## config.mk

```make
export PLATFORM = sky130hd
export DESIGN_NAME = audio_rec_play_ctrl
export DESIGN_NICKNAME = d
export VERILOG_FILES = /design/src/rtl/audio_rec_play_ctrl.sv
export SDC_FILE = /design/constraint.sdc
export NUM_CORES = 1
export LEC_CHECK = 0
export ABC_AREA = 1
export CAP_MARGIN = 20
export CORE_MARGIN = 3
export CORE_UTILIZATION = 40
export CTS_CLUSTER_SIZE = 30
export DETAILED_ROUTE_END_ITERATION = 6
export GPL_ROUTABILITY_DRIVEN = 0
export PLACE_DENSITY = 0.6
export SYNTH_ARGS = -nofsm -noshare
export SYNTH_HDL_FRONTEND = slang
export SYNTH_SLANG_ARGS = --single-unit
```

## constraint.sdc

```tcl
create_clock -name clk50M -period 4.24 [get_ports clk50M]
set_input_delay 0.636 -clock clk50M [delete_from_list [all_inputs] [get_ports clk50M]]
set_output_delay 0.636 -clock clk50M [all_outputs]
set_load 0.01 [all_outputs]
```

## src/rtl/audio_rec_play_ctrl.sv

```systemverilog
// rtl/audio_rec_play_ctrl.sv - sample-paced record/playback sequencer for the DDR user port
// Owns write/read pointers and recorded length; one outstanding single-word request at a time.
module audio_rec_play_ctrl #(
  parameter int unsigned       ADDR_W    = 24,
  parameter int unsigned       DATA_W    = 16,
  parameter logic [ADDR_W-1:0] BASE_ADDR = '0,
  parameter int unsigned       MAX_WORDS = 32'h100000
) (
  input  logic              clk50M,
  input  logic              reset_n,
  input  logic              ddr_init_done,
  input  logic              record_en,
  input  logic              play_en,
  input  logic              wr_load,
  input  logic              rd_load,
  input  logic              sample_tick,
  input  logic [DATA_W-1:0] sample_in,
  output logic [DATA_W-1:0] sample_out,
  output logic              sample_out_valid,
  output logic              mem_req,
  output logic              mem_we,
  output logic [ADDR_W-1:0] mem_addr,
  output logic [DATA_W-1:0] mem_wdata,
  input  logic              mem_ack,
  input  logic [DATA_W-1:0] mem_rdata,
  output logic [ADDR_W-1:0] rec_len,
  output logic              buf_full,
  output logic              overrun
);

  localparam logic [ADDR_W-1:0] MAX_LEN = ADDR_W'(MAX_WORDS);
  localparam logic [ADDR_W-1:0] ONE     = ADDR_W'(1);

  typedef enum logic [1:0] {
    ST_INIT,
    ST_IDLE,
    ST_RECORD,
    ST_PLAY
  } state_t;

  state_t state_q, state_d;

  logic [4:0]        sync_a, sync_b;
  logic              ddr_ok, rec_on, play_on, wl_s, rl_s;
  logic              wl_d, rl_d;
  logic              wl_pulse, rl_pulse;
  logic [ADDR_W-1:0] wr_ptr, rd_ptr;
  logic [ADDR_W-1:0] wr_eff, rd_eff, len_eff;
  logic              full_eff;
  logic              issue_wr, issue_rd, silence;

  // Control inputs come from a slow, unrelated clock domain.
  always_ff @(posedge clk50M or negedge reset_n) begin
    if (!reset_n) begin
      sync_a <= '0;
      sync_b <= '0;
      wl_d   <= 1'b0;
      rl_d   <= 1'b0;
    end else begin
      sync_a <= {ddr_init_done, record_en, play_en, wr_load, rd_load};
      sync_b <= sync_a;
      wl_d   <= sync_b[1];
      rl_d   <= sync_b[0];
    end
  end

  assign ddr_ok  = sync_b[4];
  assign rec_on  = sync_b[3];
  assign play_on = sync_b[2];
  assign wl_s    = sync_b[1];
  assign rl_s    = sync_b[0];

  assign wl_pulse = wl_s && !wl_d && (state_q != ST_INIT);
  assign rl_pulse = rl_s && !rl_d && (state_q != ST_INIT);

  // A request issued in the same cycle as a load must already use the reloaded pointers.
  assign wr_eff   = wl_pulse ? '0 : wr_ptr;
  assign len_eff  = wl_pulse ? '0 : rec_len;
  assign full_eff = wl_pulse ? 1'b0 : buf_full;
  assign rd_eff   = rl_pulse ? '0 : rd_ptr;

  always_ff @(posedge clk50M or negedge reset_n) begin
    if (!reset_n) begin
      state_q <= ST_INIT;
    end else begin
      state_q <= state_d;
    end
  end

  always_comb begin
    state_d  = state_q;
    issue_wr = 1'b0;
    issue_rd = 1'b0;
    silence  = 1'b0;
    case (state_q)
      ST_INIT: begin
        if (ddr_ok) state_d = ST_IDLE;
      end
      ST_IDLE: begin
        if (rec_on) state_d = ST_RECORD;
        else if (play_on) state_d = ST_PLAY;
      end
      ST_RECORD: begin
        if (rec_on) begin
          if (sample_tick && !mem_req && !full_eff) issue_wr = 1'b1;
        end else if (!mem_req) begin
          state_d = ST_IDLE;
        end
      end
      ST_PLAY: begin
        if (play_on) begin
          if (sample_tick && !mem_req) begin
            if (rd_eff < len_eff) issue_rd = 1'b1;
            else silence = 1'b1;
          end
        end else if (!mem_req) begin
          state_d = ST_IDLE;
        end
      end
      default: state_d = ST_INIT;
    endcase
  end

  always_ff @(posedge clk50M or negedge reset_n) begin
    if (!reset_n) begin
      sample_out       <= '0;
      sample_out_valid <= 1'b0;
      mem_req          <= 1'b0;
      mem_we           <= 1'b0;
      mem_addr         <= '0;
      mem_wdata        <= '0;
      rec_len          <= '0;
      buf_full         <= 1'b0;
      overrun          <= 1'b0;
      wr_ptr           <= '0;
      rd_ptr           <= '0;
    end else begin
      sample_out_valid <= 1'b0;

      if (mem_req && mem_ack) begin
        mem_req <= 1'b0;
        if (mem_we) begin
          wr_ptr  <= wr_ptr + ONE;
          rec_len <= rec_len + ONE;
          if (rec_len + ONE == MAX_LEN) buf_full <= 1'b1;
        end else begin
          sample_out       <= mem_rdata;
          sample_out_valid <= 1'b1;
          rd_ptr           <= rd_ptr + ONE;
        end
      end

      // A tick that finds the bus busy is lost; playback repeats the held sample.
      if (sample_tick && mem_req) begin
        overrun <= 1'b1;
        if (!mem_we && state_q == ST_PLAY) sample_out_valid <= 1'b1;
      end

      if (issue_wr) begin
        mem_req   <= 1'b1;
        mem_we    <= 1'b1;
        mem_addr  <= BASE_ADDR + wr_eff;
        mem_wdata <= sample_in;
      end

      if (issue_rd) begin
        mem_req  <= 1'b1;
        mem_we   <= 1'b0;
        mem_addr <= BASE_ADDR + rd_eff;
      end

      if (silence) begin
        sample_out       <= '0;
        sample_out_valid <= 1'b1;
      end

      if (wl_pulse) begin
        wr_ptr   <= '0;
        rec_len  <= '0;
        buf_full <= 1'b0;
      end

      if (rl_pulse) rd_ptr <= '0;
    end
  end

endmodule

```

==> flow_summary.toml, run 1 <==
[worst_setup_path]
endpoint_kind = "register"
cp.required_ps = 4550
timing.rr.end = "mem_addr[15]$_DFFE_PN0P_"
crit_arrival_ps = 3950
r2r_start = "state_q[0]$_DFFE_PN0P_"
start_kind = "register"
r2r_cells = 15
regToRegSetupSlack_ps = 600
crit_fanout = 50
critical_path_class = "reg2reg"
crit_start = "state_q[0]$_DFFE_PN0P_"

[yosys]
ys_seq_area_share_pct = 45.4
synth_cells = 1089
synth_cell_type_count = 38
yosysTopAreaCell = "dfrtp_1"
synth_area_um2 = 8100
yosysWarnings = 0
synth_top_area_share_pct = 45.4
syn_nets = 1156
syn_area_per_cell_um2 = 7.44
synth_area_leaders = "dfrtp_1 (45%), nand2_1 (16%), inv_1 (5.9%)"
ys_seq_elements = 147

[timing]
worst_pin_slew_ps = 770
period_minus_slack_ps = 3640
fin_tns_setup_ps = 0
rsz0062_at_grt = "no"
hold_violations = 0
finalSetupViolations = 0
fin_worst_skew_ps = 7.90
hold_ws_ps = 240
drv_slew = 0
period_share_pct = 86.0
max_freq_ghz = 0.274
maxSlewHeadroom_pct = 48.6

[route]
drtPass1Iterations = 6
vias_per_cell = 5.05
wl_mm = 22.5
postRouteAntennaNets = 0
drc_errors = 0
drt_iter0_drc = 490
num_vias = 7489
wire_per_inst_um = 15.2

[grt]
grtUsageTotal_pct = 20.9
grt_pass1_vias = 7270
grt_pass1_wl_mm = 37.0
grt_max_degree = 83
overflow = 0
antenna_found_initial = 0

[min_path]
min_path_type = "in2async"

[clock_network]
cts_buffer_depth = 2
cts.clk_slew.worst_paths_ps = 60
cts_buffers = 17
cts_root_buf = "clkbuf_16"
clock_latency_ps = 420
ctsHoldBuffers = 0
cts_resized = 0
cts.htree.levels = 4
post_cts_buffers = 0
cts_tree = "built"
cts_sinks = 147

[place]
placedCellCount = 1454
dp_hpwl_mm = 16.7
io_buffers = 125

[final_layout]
utilization_pct = 52.0
nets = 1275
layout_common_cells = "nand2_1 (343), dfrtp_1 (147), inv_1 (128)"
fin_cells = 1484
drive_gt1_share_pct = 5.66
fill_cells = 1962
syn2layout_area_growth_pct = 26.0
diodes = 0
final_common_cell = "nand2_1"

[floorplanning]
die_w_um = 148
start_util_pct = 41.2
ios = 126
die_h_um = 148
core_region_area_um2 = 19700
placementRows = 51
die_area_um2 = 22000

[pwr]
peakVddDrop_mv = 0.260
power_mw = 4.84
p_per_area_nw_per_um2 = 473
p_leak_nw = 4.64

[run]
cap_violations = 0

[run_status]
status = "finished, final reports clean"
-- flip-flops by register name (all words and copies together), names as in the netlist, 2 cells and up --
name        flops
sync_a          5
mem_wdata      16
sample_out     16
mem_addr       24
state_q         2
rd_ptr         24
rec_len        24
sync_b          5
wr_ptr         24
-- kinds of logic (layout without fill, tap and decap cells) --
| group | count (synthesis) | count (layout) | share of synthesized area [%] |
|---|---|---|---|
| adder cells (fa/ha/maj) | 26 | 26 | 4.01 |
| AND/OR/NAND/NOR | 595 | 595 | 31.5 |
| buffers and inverters | 173 | 303 | 8.34 |
| flip-flops | 147 | 147 | 45.4 |
| XOR/XNOR | 12 | 12 | 1.30 |
| AO/OA/AOI/OAI | 136 | 136 | 9.46 |
-- power breakdown --
group          leakage (nW)  internal (mW)  switching [mW]  total (mW)
Sequential             1.95           1.68           0.184        1.86
Combinational          2.40          0.672           0.765        1.44
Clock                 0.290          0.955           0.584        1.54
Total                  4.64           3.30            1.53        4.84
-- final cells by class --
cell class	count	area, um^2	share of cell area, %
clock buffers	23	508	4.97
clock inverters	7	96.3	0.943
inverters	138	520	5.10
multi-input cells	769	3750	36.7
flip-flops and latches	147	3680	36.0
well taps	265	332	3.25
repair buffers	135	1330	13.0
-- synthesized netlist by cell type, drive strengths merged --
library cell / n
nand2: 347
dfrtp: 147
inv: 137
nor2: 106
nand3: 62
a21oi: 61
o21ai: 38
nand4: 37
nor3: 36
ha: 26
clkbuf: 21
o22ai: 15
buf: 14
xor2: 12
nor4: 7
a31oi: 5
a211oi: 4
o21a: 4
o211ai: 3
o31ai: 2
a21boi: 1
a2bb2oi: 1
clkinv: 1
o211a: 1
o221a: 1
-- metrics by stage --
stage | setup WS [ps] | area (um^2)
finish | 595 | 10200
floorplan | 1170 | 8100
detailed placement | 620 | 9610
CTS | 605 | 10200
global placement | 707 | 9610
global route | 190 | 10200
-- per-layer routing --
metal | wire length (um) | global-route usage, % | vias to the layer above
met5 | 0 | 0 | -
met4 | 537 | 7.90 | 0
met3 | 1210 | 3.56 | 35
met2 | 10100 | 32.4 | 237
met1 | 10700 | 29.6 | 3449
li1 | - | - | 3768
-- worst max-delay path by stage --
stage,to
after CTS,mem_addr[11]$_DFFE_PN0P_
after global routing,mem_addr[16]$_DFFE_PN0P_
final,mem_addr[15]$_DFFE_PN0P_
after global placement,mem_we$_DFFE_PN0P_
after floorplan,mem_addr[4]$_DFFE_PN0P_
after detailed placement,mem_addr[11]$_DFFE_PN0P_
-- worst max-delay path: stages (launching register included) --
cell	delay (ps)
dfrtp_1	450
inv_2	60
nand2_1	90
nand2_2	60
inv_1	440
buf_4	300
nor2_1	80
ha_1	310
a21oi_1	160
o21ai_0	90
nand2_1	70
a21oi_1	80
nor2_2	460
nand3_4	560
nand3_1	240
nand2_1	70
Note: power is estimated with default switching activity, not from simulation.
==> run 2: changes to the inputs <==
--- a/config.mk
+++ b/config.mk
@@ -13,6 +13,7 @@
 export DETAILED_ROUTE_END_ITERATION = 6
 export GPL_ROUTABILITY_DRIVEN = 0
 export PLACE_DENSITY = 0.6
+export SLEW_MARGIN = 5
 export SYNTH_ARGS = -nofsm -noshare
 export SYNTH_HDL_FRONTEND = slang
 export SYNTH_SLANG_ARGS = --single-unit
==> results of run 2 <==
Final layout, timing and power as in run 1 (identical DEF).
==> run 3: changes to the inputs <==
--- a/config.mk
+++ b/config.mk
@@ -8,11 +8,12 @@
 export ABC_AREA = 1
 export CAP_MARGIN = 20
 export CORE_MARGIN = 3
-export CORE_UTILIZATION = 40
+export CORE_UTILIZATION = 35
 export CTS_CLUSTER_SIZE = 30
 export DETAILED_ROUTE_END_ITERATION = 6
 export GPL_ROUTABILITY_DRIVEN = 0
-export PLACE_DENSITY = 0.6
+export PLACE_DENSITY = 0.54
+export REMOVE_ABC_BUFFERS = 1
 export SLEW_MARGIN = 5
 export SYNTH_ARGS = -nofsm -noshare
 export SYNTH_HDL_FRONTEND = slang
==> flow_summary.toml, run 3 (synthesized netlist as in run 1, its figures left out) <==
[run_status]
status = "finished, final reports clean"

[clock_network]
cts_resized = 0
clock_latency_ps = 430
ctsHoldBuffers = 0
cts_buffers = 17
cts_root_buf = "clkbuf_16"
post_cts_buffers = 0
cts_sinks = 147
cts_buffer_depth = 2
cts.clk_slew.worst_paths_ps = 60
cts_tree = "built"
cts.htree.levels = 4

[route]
drtPass1Iterations = 5
drc_errors = 0
wire_per_inst_um = 15.7
wl_mm = 23.6
postRouteAntennaNets = 0
drt_iter0_drc = 557
vias_per_cell = 4.98
num_vias = 7501

[worst_setup_path]
crit_start = "state_q[1]$_DFFE_PN0P_"
start_kind = "register"
endpoint_kind = "register"
crit_fanout = 50
critical_path_class = "reg2reg"
cp.required_ps = 4550
crit_arrival_ps = 3900
r2r_start = "state_q[1]$_DFFE_PN0P_"

[timing]
hold_violations = 0
fin_worst_skew_ps = 5.75
finalSetupViolations = 0
period_share_pct = 84.7
period_minus_slack_ps = 3590
fin_tns_setup_ps = 0
rsz0062_at_grt = "no"
max_freq_ghz = 0.278
worst_pin_slew_ps = 938
maxSlewHeadroom_pct = 37.5
hold_ws_ps = 312
drv_slew = 0

[final_layout]
nets = 1275
seqCellArea_um2 = 3680
multi_input_area_um2 = 3750
fin_area_um2 = 10300
fill_cells = 2311
diodes = 0
layout_common_cells = "nand2_1 (343), dfrtp_1 (147), inv_1 (128)"
syn2layout_area_growth_pct = 27.3
final_common_cell = "nand2_1"
drive_gt1_share_pct = 5.74

[pwr]
peakVddDrop_mv = 0.230
p_leak_nw = 4.67
p_per_area_nw_per_um2 = 491

[floorplanning]
placementRows = 55
die_h_um = 158
ios = 126
die_w_um = 158
core_region_area_um2 = 22700
start_util_pct = 35.7
die_area_um2 = 25000

[grt]
grt_max_degree = 100
grtUsageTotal_pct = 19.4
antenna_found_initial = 0
overflow = 0
grt_pass1_wl_mm = 38.1
grt_pass1_vias = 7292

[place]
io_buffers = 125
dp_hpwl_mm = 17.2
postPlaceCellArea_um2 = 9640

[min_path]
min_path_type = "in2async"

[run]
cap_violations = 0
-- run 3: cell types whose count changed in the layout (fill, tap and decap cells not counted), sizes merged --
cell      change
inv           +1
bufinv        +4
clkbuf        -4
clkinv        +1
clkinvlp      -1
-- run 3: through the flow --
step	power [mW]	setup WS, ps	std cells	util, %
after floorplan	2.54	646	1054	-
after global placement	3.33	735	1474	42.4
after detailed placement	3.35	681	1474	42.4
after CTS	5.13	629	1505	45.4
after global routing	5.37	237	1505	45.4
final	5.07	648	1505	45.4
-- run 3: final cells by class --
type / count / share of cell area, %
Timing Repair Buffer: 135 / 12.9
Clock buffer: 19 / 4.39
Inverter: 138 / 5.05
Clock inverter: 12 / 2.20
Tap cell: 285 / 3.46
Sequential cell: 147 / 35.7
Multi-Input combinational cell: 769 / 36.4
-- run 3: per-layer routing --
layer	part of all wire, %	track usage, %
met1	47	26.2
met2	46	31.6
met3	4.7	3.58
met4	2.2	6.10
met5	0	0
-- run 3: final timing paths --
path / end / slack [ps] / cells after the start
max: mem_we$_DFFE_PN0P_ / 650 / 15
min: wr_ptr[15]$_DFFE_PN0P_ / 310 / 1
max reg2reg: mem_we$_DFFE_PN0P_ / 650 / 15
min reg2reg: sync_b[3]$_DFF_PN0_ / 350 / 0
max in group asynchronous: rec_len[1]$_DFFE_PN0P_ / 2990 / 2
min in group clk50M: sync_b[3]$_DFF_PN0_ / 350 / 0
-- run 3: power breakdown --
group,internal (mW),total [mW],switching [mW],leakage [nW]
Sequential,1.68,1.87,0.197,1.95
Combinational,0.672,1.44,0.763,2.40
Clock,1.14,1.76,0.624,0.326
-- run 3: worst max-delay path, stage by stage, from the launching register on --
cell,delay (ps)
dfrtp_1,450
inv_2,60
nand2_1,140
nand2_2,120
inv_1,390
buf_4,300
nor2_1,80
ha_1,310
a21oi_1,150
nor2_1,50
a211oi_1,160
nand2_1,130
nand2_4,280
nand3_4,510
o21ai_1,290
inv_2,50
